==> src/rtl/sti_serializer_pkg.sv <==
// Shared definitions for the serial transmitter: length codes, FSM states
// and the length-code to last-bit-index mapping.
package sti_pkg;

    localparam logic [1:0] LEN_8  = 2'b00;
    localparam logic [1:0] LEN_16 = 2'b01;
    localparam logic [1:0] LEN_24 = 2'b10;
    localparam logic [1:0] LEN_32 = 2'b11;

    typedef enum logic [1:0] {
        IDLE  = 2'd0,
        SHIFT = 2'd1,
        FINAL = 2'd2,
        DONE  = 2'd3
    } sti_state_e;

    // Index of the last bit of a frame (N-1) for a given length code.
    function automatic logic [4:0] len_last_bit(input logic [1:0] len);
        logic [4:0] last;
        case (len)
            LEN_8:   last = 5'd7;
            LEN_16:  last = 5'd15;
            LEN_24:  last = 5'd23;
            default: last = 5'd31;
        endcase
        return last;
    endfunction

endpackage

==> src/rtl/sti_serializer_if.sv <==
// Load/format inputs, end-of-stream handshake and serial outputs of the
// transmitter. master = the side that loads words, slave = the transmitter.
interface sti_serializer_if;

    logic        load;
    logic [15:0] pi_data;
    logic [1:0]  pi_length;
    logic        pi_fill;
    logic        pi_msb;
    logic        pi_low;
    logic        pi_end;
    logic        oem_finish;
    logic        busy;
    logic        so_data;
    logic        so_valid;
    logic        final_valid;

    modport master (
        output load, pi_data, pi_length, pi_fill, pi_msb, pi_low, pi_end,
        output oem_finish,
        input  busy, so_data, so_valid, final_valid
    );

    modport slave (
        input  load, pi_data, pi_length, pi_fill, pi_msb, pi_low, pi_end,
        input  oem_finish,
        output busy, so_data, so_valid, final_valid
    );

endinterface

==> src/rtl/sti_frame_align.sv <==
// Places the 16-bit input word into a right-justified 32-bit frame:
// byte select for 8-bit frames, zero fill position for 24/32-bit frames.
module sti_frame_align
    import sti_pkg::*;
(
    input  logic [15:0] pi_data,
    input  logic [1:0]  pi_length,
    input  logic        pi_fill,
    input  logic        pi_low,
    output logic [31:0] frame
);

    // Frame build; bits above N-1 are always zero.
    always_comb begin
        frame = 32'h0;
        case (pi_length)
            LEN_8:   frame = {24'h0, (pi_low ? pi_data[15:8] : pi_data[7:0])};
            LEN_16:  frame = {16'h0, pi_data};
            LEN_24:  frame = pi_fill ? {8'h0, pi_data, 8'h00} : {16'h0, pi_data};
            default: frame = pi_fill ? {pi_data, 16'h0000} : {16'h0000, pi_data};
        endcase
    end

endmodule

==> src/rtl/sti_serializer.sv <==
// Parallel-to-serial transmitter. Captures one formatted word per load,
// shifts it out one bit per clock, then raises final_valid after the last
// word until the downstream stage reports oem_finish.
//
// state | meaning
// IDLE  | waiting for load, busy=0
// SHIFT | emitting frame bits, so_valid=1
// FINAL | last word sent, final_valid=1 until oem_finish
// DONE  | stream complete, busy=1, terminal until reset
module sti_serializer
    import sti_pkg::*;
(
    input  logic clk,
    input  logic reset,
    sti_serializer_if.slave bus
);

    localparam logic [1:0] ST_IDLE  = IDLE;
    localparam logic [1:0] ST_SHIFT = SHIFT;
    localparam logic [1:0] ST_FINAL = FINAL;
    localparam logic [1:0] ST_DONE  = DONE;

    logic [1:0]  state_q;
    logic [4:0]  cnt_q;
    logic [4:0]  last_q;
    logic [31:0] frame_q;
    logic        msb_q;
    logic        end_q;
    logic        busy_q;
    logic        so_data_q;
    logic        so_valid_q;
    logic        final_valid_q;

    logic [31:0] frame_in;
    logic [4:0]  load_last;
    logic [4:0]  load_idx;
    logic [4:0]  cnt_inc;
    logic [4:0]  next_idx;

    sti_frame_align u_align (
        .pi_data   (bus.pi_data),
        .pi_length (bus.pi_length),
        .pi_fill   (bus.pi_fill),
        .pi_low    (bus.pi_low),
        .frame     (frame_in)
    );

    // Bit selection for the first bit of a new frame and the following bit
    // of the current one; outputs are registered so these are one bit ahead.
    always_comb begin
        load_last = len_last_bit(bus.pi_length);
        load_idx  = bus.pi_msb ? load_last : 5'd0;
        cnt_inc   = cnt_q + 5'd1;
        next_idx  = msb_q ? (last_q - cnt_inc) : cnt_inc;
    end

    // FSM, bit counter, frame register and registered outputs.
    always_ff @(posedge clk or negedge reset) begin
        if (!reset) begin
            state_q       <= ST_IDLE;
            cnt_q         <= 5'd0;
            last_q        <= 5'd0;
            frame_q       <= 32'h0;
            msb_q         <= 1'b0;
            end_q         <= 1'b0;
            busy_q        <= 1'b0;
            so_data_q     <= 1'b0;
            so_valid_q    <= 1'b0;
            final_valid_q <= 1'b0;
        end else begin
            case (state_q)
                ST_IDLE: begin
                    if (bus.load) begin
                        state_q    <= ST_SHIFT;
                        frame_q    <= frame_in;
                        last_q     <= load_last;
                        msb_q      <= bus.pi_msb;
                        end_q      <= bus.pi_end;
                        cnt_q      <= 5'd0;
                        busy_q     <= 1'b1;
                        so_valid_q <= 1'b1;
                        so_data_q  <= frame_in[load_idx];
                    end
                end
                ST_SHIFT: begin
                    if (cnt_q == last_q) begin
                        so_valid_q <= 1'b0;
                        so_data_q  <= 1'b0;
                        if (end_q) begin
                            state_q       <= ST_FINAL;
                            final_valid_q <= 1'b1;
                        end else begin
                            state_q <= ST_IDLE;
                            busy_q  <= 1'b0;
                        end
                    end else begin
                        cnt_q     <= cnt_inc;
                        so_data_q <= frame_q[next_idx];
                    end
                end
                ST_FINAL: begin
                    if (bus.oem_finish) begin
                        state_q       <= ST_DONE;
                        final_valid_q <= 1'b0;
                    end
                end
                default: begin
                    state_q <= ST_DONE;
                end
            endcase
        end
    end

    assign bus.busy        = busy_q;
    assign bus.so_data     = so_data_q;
    assign bus.so_valid    = so_valid_q;
    assign bus.final_valid = final_valid_q;

endmodule

==> src/flat_wrapper.sv <==
// flat-port wrapper written by rule: the top's interface ports become plain ports
module sti_serializer_flat import sti_pkg::*;
  (clk, reset, bus_load, bus_pi_data, bus_pi_length, bus_pi_fill, bus_pi_msb, bus_pi_low, bus_pi_end, bus_oem_finish, bus_busy, bus_so_data, bus_so_valid, bus_final_valid);
  sti_serializer_if bus_i ();
  input  logic clk;
  input  logic reset;
  input wire logic [$bits(bus_i.load)-1:0] bus_load;
  input wire logic [$bits(bus_i.pi_data)-1:0] bus_pi_data;
  input wire logic [$bits(bus_i.pi_length)-1:0] bus_pi_length;
  input wire logic [$bits(bus_i.pi_fill)-1:0] bus_pi_fill;
  input wire logic [$bits(bus_i.pi_msb)-1:0] bus_pi_msb;
  input wire logic [$bits(bus_i.pi_low)-1:0] bus_pi_low;
  input wire logic [$bits(bus_i.pi_end)-1:0] bus_pi_end;
  input wire logic [$bits(bus_i.oem_finish)-1:0] bus_oem_finish;
  output wire logic [$bits(bus_i.busy)-1:0] bus_busy;
  output wire logic [$bits(bus_i.so_data)-1:0] bus_so_data;
  output wire logic [$bits(bus_i.so_valid)-1:0] bus_so_valid;
  output wire logic [$bits(bus_i.final_valid)-1:0] bus_final_valid;
  assign bus_i.load = bus_load;
  assign bus_i.pi_data = bus_pi_data;
  assign bus_i.pi_length = bus_pi_length;
  assign bus_i.pi_fill = bus_pi_fill;
  assign bus_i.pi_msb = bus_pi_msb;
  assign bus_i.pi_low = bus_pi_low;
  assign bus_i.pi_end = bus_pi_end;
  assign bus_i.oem_finish = bus_oem_finish;
  assign bus_busy = bus_i.busy;
  assign bus_so_data = bus_i.so_data;
  assign bus_so_valid = bus_i.so_valid;
  assign bus_final_valid = bus_i.final_valid;
  sti_serializer u_core (.clk(clk), .reset(reset), .bus(bus_i));
endmodule
==> config.mk <==
export PLATFORM = sky130hd
export DESIGN_NAME = sti_serializer_flat
export DESIGN_NICKNAME = d
export VERILOG_FILES = /design/src/rtl/sti_serializer_pkg.sv /design/src/rtl/sti_serializer_if.sv /design/src/rtl/sti_frame_align.sv /design/src/rtl/sti_serializer.sv /design/src/flat_wrapper.sv
export SDC_FILE = /design/constraint.sdc
export NUM_CORES = 1
export LEC_CHECK = 0
export CORE_ASPECT_RATIO = 1.75
export CORE_MARGIN = 10
export CORE_UTILIZATION = 45
export CTS_BUF_LIST = sky130_fd_sc_hd__clkbuf_8
export CTS_CLUSTER_SIZE = 16
export DETAILED_ROUTE_END_ITERATION = 16
export PLACE_DENSITY = 0.76
export SLEW_MARGIN = 20
export SYNTH_ARGS = -nofsm -noshare
export SYNTH_HDL_FRONTEND = slang
export SYNTH_SLANG_ARGS = --single-unit
==> constraint.sdc <==
create_clock -name clk -period 2.8 [get_ports clk]
set_clock_uncertainty 0.15 [all_clocks]
set_input_delay 0.56 -clock clk [delete_from_list [all_inputs] [get_ports clk]]
set_output_delay 0.56 -clock clk [all_outputs]
set_load 0.005 [all_outputs]
==> out/qor.csv <==
metric,value,unit
status,"finished, final reports clean",
grt_pass1_wl,11610,microns
crit_family,adder cells,
area_growth,20.58,%
first_iter_violations,157,
hp-class,input pin to async pin,
cts_buffers,5,
fin_crit,2.755,ns
std_cell_rows,37,
drive_gt1_share,13.33,%
min_period_over_period,98.38,%
yosys_warnings,0,
synth_nets,312,
finalPower,3945,uW
postSynthAreaPerCell,9.925,sq um
wl,7076,microns
power.leakage,0.001460,uW
clock-sinks,48,
initial_core_util,46.90,%
syn-cell-area,2779,sq um
p_per_area,1177,nW/um^2
synth_area_leaders,"dfrtp_1, mux2i_1, nor2_1",
synth_cell_types,43,
antenna_found_initial,0,
grt-ovfl-total,0,
fill_cells,562,
worst_pin_slew,0.5990,ns
port_buffers,29,
start_kind,register,
synth_top_area_cell,dfrtp_1,
die_h,124.0,microns
cp_data_required_time,2.88,ns
vias,2306,
drt-vias-per-instance,5.868,
synthCells,280,
ios,30,
clk_latency,0.30,ns
layout.nets,346,
critPathBufInv,2,
slowest_stage,fa_1,
clkSlewWorstSetupHoldPaths,0.09,ns
drv_cap,0,
ant_nets,0,
grt.total_usage,14.89,%
first_pass_iters,4,
slew_headroom,60.06,%
critPathMaxStageDelay,0.58,ns
diodes,0,
die-area,9843,sq um
ys_ff_latch,48,
critPathArrivalTime,2.84,ns
endpoint_kind,register,
grt_max_degree,49,
cts_tree,built,
crit_chain,ha_1 > inv_2 > fa_1 > mux2i_4 > buf_12 > mux2i_1 > mux4_2 > nor3b_2 > nor2_1 > a2bb2oi_1,
multi_input_area,1495,sq um
hold_violations,0,
place_area,3192,sq um
final_core_util,56.55,%
critPathKind,register to register,
ff_latch_area,1201,sq um
final_max_slew_viol_count,0,
cts_root_buffer,clkbuf_8,
avgRoutedWirePerCell,18.01,microns
grt_pass1_vias,2397,
synthDominantCellAreaShare,43.22,%
rsz0062_at_grt,yes,
dp_hpwl,5523,microns
final.setup.tns,0,ns
die_x,79.41,microns
fmax,0.3630,GHz
final_cell_area,3351,sq um
h-tree-depth,2,
cts_buffer_depth,2,
setup_violations,0,
worstPathMaxFanout,7,
place.gp.congestion,0.8723,
fin_hold_ws,0.1846,ns
irDropWorstVdd,0.5567,mV
cts_hold_buf,0,
core,5926,sq um
drc,0,
yosysSeqAreaShare,43.22,%
worst register-to-register path, delay by kind of cell (launching register included):
family          cells  cell delay (ns)
flops               1             0.41
simple gates        2             0.22
mux                 3             0.67
compound gates      1             0.12
buf+inv             2             0.21
fa+ha+maj           2             0.90
state kept, by name, summed over array words and instances, names as in the netlist:
| name | cells |
|---|---|
| u_core.bus.so_data | 1 |
| u_core.cnt_q | 5 |
| u_core.state_q | 2 |
| u_core.msb_q | 1 |
| u_core.bus.final_valid | 1 |
| u_core.end_q | 1 |
| u_core.frame_q | 32 |
| u_core.bus.so_valid | 1 |
| u_core.last_q | 3 |
| u_core.bus.busy | 1 |
stage by stage:
stage	setup WS, ns	cells
floorplan	0.03454	280
detailed placement	-0.002096	383
finish	0.04534	393
CTS	0.01743	393
global placement	0.07611	383
global route	-0.06803	393
worst paths after layout:
kind | endpoint | slack (ns) | startpoint | cells past startpoint
min in group clk | u_core.last_q[2] | 0.34 | u_core.last_q[2] | 2
worst max register to register | u_core.bus.so_data | 0.05 | u_core.cnt_q[0] | 10
worst min register to register | u_core.last_q[2] | 0.34 | u_core.last_q[2] | 2
worst max-delay path | u_core.bus.so_data | 0.05 | u_core.cnt_q[0] | 10
max in group asynchronous | u_core.frame_q[5] | 1.91 | reset | 2
worst min-delay path | u_core.cnt_q[3] | 0.18 | reset | 2
layer usage:
metal / global-route usage [%] / share of wire, %
met3: 3.824 / 6.1
met2: 27.00 / 53
met5: 0 / 0
met1: 14.86 / 37
met4: 8.784 / 3.8
kinds of logic (layout without fill, tap and decap cells):
kind of cell    after synthesis  in the layout  share of synthesized area [%]
simple gates                103            103                          16.61
compound gates               61             61                          17.38
flops                        48             48                          43.22
mux                          31             31                          13.78
buf+inv                      24             59                          3.827
xor+xnor                      7              7                          2.206
fa+ha+maj                     6              6                          2.972
synthesized netlist by cell type, drive strengths merged:
master / instances
a2111oi: 1
a211o: 1
a21o: 1
a21oi: 5
a221oi: 23
a22o: 14
a2bb2oi: 1
a31oi: 1
and2: 3
and3: 3
and4b: 1
buf: 4
clkbuf: 13
dfrtp: 48
fa: 1
ha: 5
inv: 7
mux2: 2
mux2i: 25
mux4: 4
nand2: 22
nand2b: 3
nand3: 4
nand3b: 2
nor2: 57
nor2b: 2
nor3b: 2
o21a: 1
o21ai: 12
o31ai: 1
or2: 2
or3: 1
or3b: 1
xnor2: 3
xor2: 4
report_power, final:
| part | leakage (uW) | internal, uW | switching (uW) | total, uW |
|---|---|---|---|---|
| registers | 0.000572 | 994 | 262 | 1260 |
| logic | 0.000837 | 1190 | 1040 | 2240 |
| clock network | 0.0000516 | 203 | 248 | 450 |
cell usage in the layout, fill, tap and decap left out, types with 2 or more instances in the layout:
| master | count |
|---|---|
| nand3b_1 | 2 |
| nand3_1 | 4 |
| and3_1 | 2 |
| clkbuf_8 | 6 |
| mux4_2 | 3 |
| nand2_1 | 22 |
| mux2i_4 | 2 |
| buf_12 | 2 |
| a221oi_1 | 23 |
| mux2i_1 | 21 |
| xor2_1 | 4 |
| or2_2 | 2 |
| and2_1 | 3 |
| ha_1 | 4 |
| xnor2_1 | 3 |
| dfrtp_1 | 48 |
| inv_1 | 6 |
| a22o_1 | 14 |
| clkdlybuf4s50_1 | 28 |
| buf_6 | 3 |
| a21oi_1 | 5 |
| nand2b_1 | 3 |
| buf_4 | 10 |
| o21ai_0 | 11 |
| nor2_1 | 57 |
| mux2i_2 | 2 |
cell type report:
cell class / instances / share of cell area [%]
clock inverter: 2 / 0.4108
clock buffer: 6 / 2.465
timing repair buffer: 44 / 12.96
tap: 78 / 2.913
sequential: 48 / 35.85
inverter: 7 / 0.7842
multi-input combinational: 208 / 44.62
what timing repair did:
item | CTS | global route
pin swaps | 0 | 0
gates resized for setup | 2 | 8
endpoints found under the setup margin | 1 | 1
buffers inserted | 2 | 0
cloned | 0 | 0
endpoints found under the hold margin | 0 | 0
No activity file was read; power rests on OpenSTA's default activity.
